<file path="config.mk">
export PLATFORM = sky130hd
export DESIGN_NAME = pattern_serializer
export DESIGN_NICKNAME = d
export VERILOG_FILES = /design/src/rtl/pattern_serializer.sv
export SDC_FILE = /design/constraint.sdc
export NUM_CORES = 1
export LEC_CHECK = 0
export BUFFER_PORTS_ARGS = -buffer_cell sky130_fd_sc_hd__buf_2
export CORE_MARGIN = 5
export CORE_UTILIZATION = 49
export DETAILED_ROUTE_END_ITERATION = 10
export GPL_TIMING_DRIVEN = 0
export PLACE_DENSITY = 0.74
export SLEW_MARGIN = 20
export SYNTH_ARGS = -nofsm -noshare
export SYNTH_HDL_FRONTEND = slang
export SYNTH_SLANG_ARGS = --single-unit
</file>
<file path="constraint.sdc">
create_clock -name clock -period 1.6 [get_ports clock]
set_input_delay 0.32 -clock clock [delete_from_list [all_inputs] [get_ports clock]]
set_output_delay 0.32 -clock clock [all_outputs]
set_load 0.005 [all_outputs]
</file>
<file path="src/rtl/pattern_serializer.sv">
// Parallel-to-serial front end: one-word holding buffer ahead of an MSB-first shifter,
// producing a gap-free bit stream with per-bit valid and word frame markers.
module pattern_serializer #(
    parameter int   WIDTH    = 9,
    parameter logic IDLE_BIT = 1'b0,
    parameter int   CNT_W    = 16
) (
    input  logic             clock,
    input  logic             res_n,
    input  logic [WIDTH-1:0] data_in,
    input  logic             data_valid,
    output logic             data_ready,
    output logic             serial,
    output logic             serial_valid,
    output logic             frame_start,
    output logic             frame_end,
    output logic [CNT_W-1:0] words_sent
);

    localparam int BIT_W = $clog2(WIDTH);
    localparam logic [BIT_W-1:0] LAST_BIT = BIT_W'(WIDTH - 1);

    typedef enum logic {
        S_IDLE,
        S_SHIFT
    } state_t;

    state_t             state_q, state_d;
    logic [WIDTH-1:0]   hold_q, hold_d;
    logic               hold_full_q, hold_full_d;
    logic [WIDTH-1:0]   shift_q, shift_d;
    logic [BIT_W-1:0]   cnt_q, cnt_d;
    logic [CNT_W-1:0]   words_q, words_d;

    logic accept;
    logic last_bit;

    // Accept and drain are mutually exclusive: accept needs an empty hold, drain a full one.
    assign accept   = data_valid && !hold_full_q;
    assign last_bit = (cnt_q == LAST_BIT);

    always_comb begin
        // NOTE: every _d gets its hold value first so no path through this block infers a latch.
        state_d     = state_q;
        hold_d      = hold_q;
        hold_full_d = hold_full_q;
        shift_d     = shift_q;
        cnt_d       = cnt_q;
        words_d     = words_q;

        if (accept) begin
            hold_d      = data_in;
            hold_full_d = 1'b1;
        end

        unique case (state_q)
            S_IDLE: begin
                if (hold_full_q) begin
                    shift_d     = hold_q;
                    hold_full_d = 1'b0;
                    cnt_d       = '0;
                    state_d     = S_SHIFT;
                end
            end
            S_SHIFT: begin
                shift_d = {shift_q[WIDTH-2:0], 1'b0};
                cnt_d   = cnt_q + BIT_W'(1);
                if (last_bit) begin
                    words_d = words_q + CNT_W'(1);
                    cnt_d   = '0;
                    // A held word follows the LSB directly, keeping the stream gap-free.
                    if (hold_full_q) begin
                        shift_d     = hold_q;
                        hold_full_d = 1'b0;
                    end else begin
                        state_d = S_IDLE;
                    end
                end
            end
            default: state_d = S_IDLE;
        endcase
    end

    always_ff @(posedge clock or negedge res_n) begin
        if (!res_n) begin
            state_q     <= S_IDLE;
            hold_q      <= '0;
            hold_full_q <= 1'b0;
            shift_q     <= '0;
            cnt_q       <= '0;
            words_q     <= '0;
        end else begin
            // NOTE: non-blocking assignments so every register samples pre-edge values.
            state_q     <= state_d;
            hold_q      <= hold_d;
            hold_full_q <= hold_full_d;
            shift_q     <= shift_d;
            cnt_q       <= cnt_d;
            words_q     <= words_d;
        end
    end

    // Outputs decode registered state only; no path from data_valid or data_in.
    assign data_ready   = !hold_full_q;
    assign serial_valid = (state_q == S_SHIFT);
    assign serial       = serial_valid ? shift_q[WIDTH-1] : IDLE_BIT;
    assign frame_start  = serial_valid && (cnt_q == '0);
    assign frame_end    = serial_valid && last_bit;
    assign words_sent   = words_q;

endmodule

</file>
==> metrics.txt, run 1 <==
syn avg cell area=12.32 um2; Worst Path Class, Setup=reg2out; total area of sequential cells=1001 um2; placed inst area=2106 um2; CTS tree=built; Die Area=5188 um2; final hold slack=0.1427 ns; #FFs+latches synth=40; fraction of layout instances using a drive strength above 1=39.41%; commonest cells after routing, fill and taps aside=sky130_fd_sc_hd__dfrtp_1, sky130_fd_sc_hd__buf_2, sky130_fd_sc_hd__nand2_1; critical path's top delay family=flip-flops; total track usage=16.12%; Worst path max stage delay=0.40 ns; later-pin clock latency in the skew report=0.30 ns; deepest clock path buffer count=2; Inst Count DP=233; number of distinct library cell variants in the gate-level netlist after synthesis=32; net total in the final layout=218; number of standard-cell rows in the floorplan=22; CTS Root Buffer Type=sky130_fd_sc_hd__clkbuf_8; number of synthesized flops with an enable pin=0; first-iteration detailed-routing DRC count=39; run status=complete, but fails checks; core area=3689 um2; most used routing layer=met2; Synth-to-Final Area Change=22.96%; Critical path destination=frame_end; placer congestion estimate=0.7618; minimum clock period=1.636 ns; first-pass GRT wire length=6417 um; number of max-slew violations in the final report=0; Via Count=1357; Critical Path Start=cnt_q[1]; synthesized net count=168; Setup Skew=0.008236 ns; aggregate global routing overflow=0; Global Route met3 Usage=6.094%; met1 demand-to-capacity share in global routing=19.66%; pin count of the biggest net entering global routing=41; Worst slew margin=41.64%; Die Ht=72.03 um; length in cells of the worst reg-to-reg path=7; launch instance of the worst register-to-register path=cnt_q[1]; pre-CTS worst setup slack=-0.1813 ns; number of port buffers=32; worst voltage drop across the vdd grid=0.9257 mV; Leak Pwr=1.175 nW; worst setup margin=-0.03627 ns; crit path capture type=output port; GRT met2 Usage=26.33%; leading register cell type out of synthesis=sky130_fd_sc_hd__dfrtp_1; register-to-register setup slack=-0.02 ns; die span in x=72.03 um; Boundary Pins=33; number of standard cells after synthesis=153; buffers and inverters on the worst path=3; initial standard-cell utilization of the core=51.12%; number of antenna violations at the first check in global routing=0; fraction of registers with async set/reset=100.0%; number of nets still failing antenna checks after routing=0; Setup Viol. Count Final=6; cell count along the critical path=6; number of clock sinks seen by CTS=40; depth of the CTS H-tree=2; via count of the first global-routing pass=1375; fill cell instance count of the final layout=305; average via count per standard cell=5.406; non-filler instance count after layout=251; number of iterations in the first detailed-routing pass=4; number of antenna cells inserted=0; WL final=3905 um; Final Cycle Share=102.3%; cell chain of the critical path=inv_2 -> ha_4 -> nor2b_4 -> nand3_2 -> inv_1 -> buf_2; combined area of the multi-input logic cells=860.8 um2; average detailed-routed wire length per instance=15.56 um; number of hold buffers added after CTS=0; worst-path maximum fanout=3; violated checks=negative setup slack; data required time at the worst endpoint=1.28 ns; worst path arrival time=1.32 ns; startpoint class of the critical path=flop; DRC violations left=0; class of the most critical hold timing path=in2async; Post-DP HPWL=2681 um; worst-margin pin slew=0.8754 ns; slowest cell on the critical path=sky130_fd_sc_hd__dfrtp_1; clock-pin transition on the worst setup and hold timing paths=0.08 ns; Yosys warnings=0; Num CTS Buffers=5; unrepaired setup endpoints after global routing=yes; final hold violation count=0; sequential area share after synthesis=53.09%; power density normalized to cell area=1567 nW/um2; Fmax achieved=611.1 MHz; reg-to-reg critical path endpoint=shift_q[5]; Netlist Area Pre-Place=1886 um2; max-cap violation count=0; leading cell type in the layout, fill and taps excluded=sky130_fd_sc_hd__dfrtp_1; final design instance area without fill=2318 um2
[sequential cells by signal (all words and copies together), names as in the netlist]
| signal | flops |
|---|---|
| hold_full_q | 1 |
| hold_q | 9 |
| serial_valid | 1 |
| shift_q | 9 |
| words_sent | 16 |
| cnt_q | 4 |
[area by class of cell]
type | instances | share of cell area (%)
Tap cell | 48 | 2.590
Multi-Input combinational cell | 104 | 37.13
Clock buffer | 5 | 2.968
Buffer | 5 | 2.267
Timing Repair Buffer | 43 | 10.69
Sequential cell | 40 | 43.17
Clock inverter | 2 | 0.5397
Inverter | 4 | 0.6476
[worst register-to-register path, delay by kind of cell (launching register included)]
family,cells,cell delay [ns]
flip-flops,1,0.40
AND/OR/NAND/NOR,1,0.16
buffers and inverters,3,0.37
AO/OA/AOI/OAI,2,0.41
adder cells (fa/ha/maj),1,0.17
[Yosys cell counts (all sizes together), types with 4 or more instances]
library cell | number | share of area, %
dfrtp | 40 | 53
nand2 | 17 | 3.5
nor2 | 12 | 2.8
mux2 | 10 | 6.0
xnor2 | 10 | 4.6
a221o | 8 | 4.2
mux2i | 7 | 3.7
nand3 | 6 | 2.3
xor2 | 6 | 2.8
inv | 4 | 0.80
o21ai | 4 | 1.1
[kinds of logic after synthesis]
group	Yosys count	synth area share [%]
AO/OA/AOI/OAI	17	8.030
XOR/XNOR	16	7.432
adder cells (fa/ha/maj)	3	1.991
buffers and inverters	9	2.986
flip-flops	40	53.09
multiplexers	17	9.688
AND/OR/NAND/NOR	51	16.79
[repair_timing]
item	4_1_cts	5_1_grt
endpoints found under the setup margin	22	19
cloned	0	1
gates resized for setup	7	8
endpoints found under the hold margin	0	0
buffers inserted	7	3
pin swaps	3	4
[per-stage QoR]
stage / util (%) / total power, W / setup TNS (ns)
6_report: 62.86 / 0.003633 / -0.1118
3_5_place_dp: 57.09 / 0.002769 / -2.311
5_1_grt: 62.86 / 0.003891 / -0.9604
3_3_place_gp: 57.09 / 0.002665 / -1.621
2_1_floorplan: - / 0.002409 / 0
4_1_cts: 61.36 / 0.003548 / -0.2109
[report_power, final]
| part | switching, W | internal (W) |
|---|---|---|
| clock | 0.000344 | 0.000295 |
| sequential | 0.000241 | 0.00132 |
| combinational | 0.000677 | 0.000753 |
[metal layers]
metal	up-vias	wire [um]
li1	635	-
met1	682	1589
met2	35	1995
met3	5	264
met4	0	57
met5	-	0
[worst min-delay path by stage]
stage                         startpoint        endpoint  slack (ns)  cells after the start
after detailed placement  words_sent[15]  words_sent[15]        0.47                      1
after CTS                          res_n  words_sent[14]        0.17                      1
after global routing               res_n  words_sent[14]        0.22                      1
final                              res_n  words_sent[14]        0.14                      1
after floorplan                    res_n        cnt_q[0]        0.02                      0
after global placement    words_sent[15]  words_sent[15]        0.46                      1
(Power assumes the default switching activity.)
==> inputs of run 2 (changes only) <==
--- a/config.mk
+++ b/config.mk
@@ -7,10 +7,11 @@
 export LEC_CHECK = 0
 export BUFFER_PORTS_ARGS = -buffer_cell sky130_fd_sc_hd__buf_2
 export CORE_MARGIN = 5
-export CORE_UTILIZATION = 49
+export CORE_UTILIZATION = 52
+export CTS_BUF_LIST = sky130_fd_sc_hd__clkbuf_2 sky130_fd_sc_hd__clkbuf_4 sky130_fd_sc_hd__clkbuf_8
 export DETAILED_ROUTE_END_ITERATION = 10
 export GPL_TIMING_DRIVEN = 0
-export PLACE_DENSITY = 0.74
+export PLACE_DENSITY = 0.78
 export SLEW_MARGIN = 20
 export SYNTH_ARGS = -nofsm -noshare
 export SYNTH_HDL_FRONTEND = slang
==> run 2 against run 1 <==
The flow still finishes with violations (negative setup slack). Cell count rose by 0.40%. Global-route usage rose by 1.3 points. Cell area rose by 1.4%. First-iteration DRC count rose by 120%. Via count rose by 0.74%. Total power rose by 3.4%. Hold slack got worse by 0.061 ns. Critical path depth did not move. Sequential share of layout area fell by 0.54 points. Maximum frequency fell by 4.8%. Die area fell by 5.0%. Critical endpoint unchanged. Largest power group unchanged.
==> metrics.txt, run 2 (synthesized netlist as in run 1, its figures left out) <==
run status=complete, but fails checks; Setup Skew=0.008805 ns; worst path arrival time=1.40 ns; Via Count=1367; length in cells of the worst reg-to-reg path=8; launch instance of the worst register-to-register path=cnt_q[1]; critical path's top delay family=flip-flops; number of clock sinks seen by CTS=40; final hold violation count=0; placer congestion estimate=0.7702; fill cell instance count of the final layout=269; register-to-register setup slack=-0.04 ns; depth of the CTS H-tree=2; Final Cycle Share=107.4%; deepest clock path buffer count=2; cell count along the critical path=6; Die Ht=70.22 um; later-pin clock latency in the skew report=0.35 ns; Worst Path Class, Setup=reg2out; crit path capture type=output port; number of iterations in the first detailed-routing pass=4; cell chain of the critical path=inv_2 -> ha_4 -> nor2b_4 -> nand3_2 -> inv_1 -> buf_2; initial standard-cell utilization of the core=55.20%; Die Area=4930 um2; slowest cell on the critical path=sky130_fd_sc_hd__dfrtp_1; Worst slew margin=40.76%; total track usage=17.42%; unrepaired setup endpoints after global routing=yes; Leak Pwr=1.201 nW; number of standard-cell rows in the floorplan=21; startpoint class of the critical path=flop; power consumption=0.003758 W; setup tns final=-0.3460 ns; class of the most critical hold timing path=in2async; worst setup margin=-0.1191 ns; max-cap violation count=0; WL final=3871 um; net total in the final layout=220; Fmax achieved=581.7 MHz; die span in x=70.22 um; CTS tree=built; commonest cells after routing, fill and taps aside=sky130_fd_sc_hd__dfrtp_1, sky130_fd_sc_hd__buf_2, sky130_fd_sc_hd__nand2_1; placed inst area=2103 um2; core area=3416 um2; violated checks=negative setup slack; data required time at the worst endpoint=1.28 ns; flip-flop count of the largest register, all copies and words added=16; average via count per standard cell=5.425; number of nets still failing antenna checks after routing=0; first-pass GRT wire length=6837 um; reg-to-reg critical path endpoint=words_sent[11]; aggregate global routing overflow=0; Worst path max stage delay=0.42 ns; via count of the first global-routing pass=1459; number of max-slew violations in the final report=0; leading cell type in the layout, fill and taps excluded=sky130_fd_sc_hd__dfrtp_1; clock-pin transition on the worst setup and hold timing paths=0.12 ns; buffers and inverters on the worst path=3; number of hold buffers added after CTS=0; Synth-to-Final Area Change=24.68%; Critical Path Start=cnt_q[1]; Post-DP HPWL=2623 um; DRC violations left=0; first-iteration detailed-routing DRC count=87; final design instance area without fill=2351 um2; average detailed-routed wire length per instance=15.36 um; Num CTS Buffers=5; number of port buffers=32; pin count of the biggest net entering global routing=41; Setup Viol. Count Final=6; worst-path maximum fanout=2; number of antenna cells inserted=0; fraction of layout instances using a drive strength above 1=40.29%; power density normalized to cell area=1599 nW/um2; number of antenna violations at the first check in global routing=0; CTS Root Buffer Type=sky130_fd_sc_hd__clkbuf_4; worst-margin pin slew=0.8887 ns; minimum clock period=1.719 ns; Boundary Pins=33; worst voltage drop across the vdd grid=0.9903 mV
run 2: cell types whose count changed in the layout (fill, tap and decap cells not counted), moves of 2 or more:
cell | previous run | this run
sky130_fd_sc_hd__buf_12 | 0 | 2
sky130_fd_sc_hd__buf_4 | 8 | 10
sky130_fd_sc_hd__clkbuf_4 | 0 | 5
sky130_fd_sc_hd__clkbuf_8 | 6 | 2
run 2: cell type report:
| type | instances | area (um2) | area share, % |
|---|---|---|---|
| well taps | 46 | 57.56 | 2.448 |
| multi-input cells | 104 | 850.8 | 36.19 |
| plain buffers | 4 | 37.54 | 1.597 |
| clock inverters | 2 | 38.79 | 1.650 |
| clock buffers | 6 | 51.30 | 2.182 |
| inverters | 4 | 15.01 | 0.6386 |
| repair buffers | 46 | 297.8 | 12.67 |
| flip-flops and latches | 40 | 1002 | 42.63 |
run 2: worst reg2reg max path: stages, from the launching register on:
cell                       delay [ns]
sky130_fd_sc_hd__dfrtp_1         0.42
sky130_fd_sc_hd__inv_2           0.08
sky130_fd_sc_hd__ha_4            0.15
sky130_fd_sc_hd__buf_12          0.10
sky130_fd_sc_hd__nand3b_4        0.08
sky130_fd_sc_hd__buf_4           0.15
sky130_fd_sc_hd__nor4_4          0.26
sky130_fd_sc_hd__nand4_1         0.16
sky130_fd_sc_hd__xnor2_1         0.15
run 2: worst max path at each step:
| stage | endpoint | slack, ns |
|---|---|---|
| 2_1_floorplan | shift_q[1] | 0.01 |
| 3_3_place_gp | shift_q[3] | -0.14 |
| 3_5_place_dp | shift_q[6] | -0.17 |
| 4_1_cts | frame_start | -0.13 |
| 5_1_grt | frame_start | -0.20 |
| 6_report | frame_end | -0.12 |
run 2: metal layers:
metal / GRT usage, % / up-vias / wire, um
li1: - / 642 / -
met1: 19.82 / 679 / 1563
met2: 29.17 / 42 / 2035
met3: 6.313 / 4 / 215
met4: 7.872 / 0 / 57
met5: 0 / - / 0
run 2: power by group:
group	total (W)	switching, W	internal [W]
Sequential	0.00157	0.000253	0.00132
Combinational	0.00147	0.000666	0.000802
Clock	0.000716	0.000342	0.000374
run 2: metrics by stage:
step	util, %	std cells	setup WS [ns]	hold slack, ns
2_1_floorplan	-	153	0.01162	0.02441
3_3_place_gp	61.58	231	-0.1366	0.4565
5_1_grt	68.83	252	-0.2039	0.1256
4_1_cts	68.13	249	-0.1264	0.09950
3_5_place_dp	61.58	231	-0.1703	0.4641
6_report	68.83	252	-0.1191	0.08175
run 2: what timing repair did:
| action | CTS | global route |
|---|---|---|
| endpoints found under the hold margin | 0 | 0 |
| setup buffers | 10 | 4 |
| endpoints found under the setup margin | 21 | 19 |
| pin swaps | 7 | 2 |
| resized for setup | 9 | 4 |
==> inputs of run 3 (changes only) <==
--- a/config.mk
+++ b/config.mk
@@ -12,6 +12,7 @@
 export DETAILED_ROUTE_END_ITERATION = 10
 export GPL_TIMING_DRIVEN = 0
 export PLACE_DENSITY = 0.78
+export SETUP_SLACK_MARGIN = 0.02
 export SLEW_MARGIN = 20
 export SYNTH_ARGS = -nofsm -noshare
 export SYNTH_HDL_FRONTEND = slang
==> run 3 against run 2 <==
Maximum frequency shrank 0.90%. Global-route usage shrank 0.69 points. Clock-buffer cell count is the same. Hold slack gained 0.0026 ns. Register-to-register slack lost 0.03 ns. Non-clock buffer count grew 4. Setup slack lost 0.016 ns. Clock power shrank 31%. Flip-flop and latch count is the same. The run still ends with negative setup slack left. Sequential power is essentially flat.
==> metrics.txt, run 3 (synthesized netlist as in run 1, its figures left out) <==
run status=complete, but fails checks; violated checks=negative setup slack; fraction of layout instances using a drive strength above 1=41.63%; fill cell instance count of the final layout=265; number of antenna cells inserted=0; deepest clock path buffer count=2; first-iteration detailed-routing DRC count=70; first-pass GRT wire length=6520 um; power density normalized to cell area=1520 nW/um2; commonest cells after routing, fill and taps aside=sky130_fd_sc_hd__dfrtp_1, sky130_fd_sc_hd__buf_2, sky130_fd_sc_hd__nand2_1; WL final=3814 um; later-pin clock latency in the skew report=0.36 ns; fraction of the core area covered by cells at the end of the flow=68.64%; DRC violations left=0; average via count per standard cell=5.325; combined area of the multi-input logic cells=858.3 um2; Die Area=4930 um2; CTS Root Buffer Type=sky130_fd_sc_hd__clkbuf_4; Inst Count DP=231; worst-path maximum fanout=3; number of nets still failing antenna checks after routing=0; Setup Viol. Count Final=9; Boundary Pins=33; flip-flop count of the largest register, all copies and words added=16; class of the most critical hold timing path=in2async; clock-pin transition on the worst setup and hold timing paths=0.12 ns; leading cell type in the layout, fill and taps excluded=sky130_fd_sc_hd__dfrtp_1; number of max-slew violations in the final report=0; Num CTS Buffers=5; average detailed-routed wire length per instance=14.96 um; Worst Path Class, Setup=reg2out; total area of sequential cells=1001 um2; initial standard-cell utilization of the core=55.20%; Via Count=1358; worst path arrival time=1.41 ns; Setup Skew=0.01626 ns; depth of the CTS H-tree=2; max-cap violation count=0; number of port buffers=32; net total in the final layout=224; Die Ht=70.22 um; unrepaired setup endpoints after global routing=yes; Post-DP HPWL=2609 um; data required time at the worst endpoint=1.28 ns; Synth-to-Final Area Change=24.35%; crit path capture type=output port; total track usage=16.73%; Fmax achieved=576.5 MHz; Worst slew margin=39.96%; number of antenna violations at the first check in global routing=0; via count of the first global-routing pass=1434; final hold violation count=0; worst voltage drop across the vdd grid=0.7998 mV; final hold slack=0.08439 ns; die span in x=70.22 um; minimum clock period=1.735 ns; worst-margin pin slew=0.9006 ns; number of iterations in the first detailed-routing pass=4; Leak Pwr=1.198 nW; placer congestion estimate=0.7705; pin count of the biggest net entering global routing=41; non-filler instance count after layout=255; number of standard-cell rows in the floorplan=21; worst setup margin=-0.1347 ns; core area=3416 um2; number of hold buffers added after CTS=0; startpoint class of the critical path=flop; CTS tree=built; aggregate global routing overflow=0; number of clock sinks seen by CTS=40; Final Cycle Share=108.4%
## run 3: worst max-delay path, cell delays in order (launching register included)
cell and delay (ns):
sky130_fd_sc_hd__dfrtp_1 0.41, sky130_fd_sc_hd__inv_2 0.08, sky130_fd_sc_hd__ha_4 0.15, sky130_fd_sc_hd__buf_12 0.10, sky130_fd_sc_hd__nand3b_4 0.09, sky130_fd_sc_hd__nor2_2 0.11, sky130_fd_sc_hd__buf_2 0.12
## run 3: layout make-up
class                   instances  share of cell area, %
plain buffers                   5                  2.188
clock buffers                   6                  1.921
clock inverters                 1                 0.2134
inverters                       4                 0.6403
multi-input cells             104                  36.61
flip-flops and latches         40                  42.69
well taps                      46                  2.455
repair buffers                 49                  13.29
## run 3: path summary, 6_finish.rpt
| path | from | to | slack, ns | cells past startpoint |
|---|---|---|---|---|
| min | res_n | shift_q[7] | 0.08 | 1 |
| min reg2reg | words_sent[15] | words_sent[15] | 0.48 | 1 |
| max in group asynchronous | res_n | words_sent[0] | 0.95 | 1 |
| max | cnt_q[0] | frame_start | -0.13 | 6 |
| max reg2reg | cnt_q[0] | words_sent[11] | -0.07 | 8 |
| min in group clock | data_in[8] | hold_q[8] | 0.19 | 2 |
## run 3: metal layers
layer,share of wire (%),global-route usage (%),vias to the layer above
li1,-,-,646
met1,42,19.46,670
met2,51,28.44,36
met3,5.7,6.026,6
met4,1.5,5.745,0
met5,0,0,-
## run 3: what timing repair did
item	CTS	global route
resized for setup	10	5
endpoints found under the setup margin	20	22
cloned	0	1
setup buffers	11	6
pin swaps	5	10
## run 3: per-stage QoR
step                setup TNS [ns]  total power [W]  setup slack (ns)  cell area (um2)
finish                     -0.4836         0.003563           -0.1347             2345
CTS                        -0.2407         0.003493           -0.1325             2292
floorplan                        0         0.002415           0.06916             1888
global route                -1.817         0.003815           -0.2198             2345
global placement           -0.6855         0.002669          -0.06430             2106
detailed placement          -1.172         0.002763           -0.1128             2106
## run 3: power breakdown
group	total, W	switching, W	leakage (nW)	internal (W)
clock network	0.000491	0.000312	0.0315	0.000179
logic	0.00151	0.000676	0.656	0.000835
registers	0.00156	0.000240	0.511	0.00132
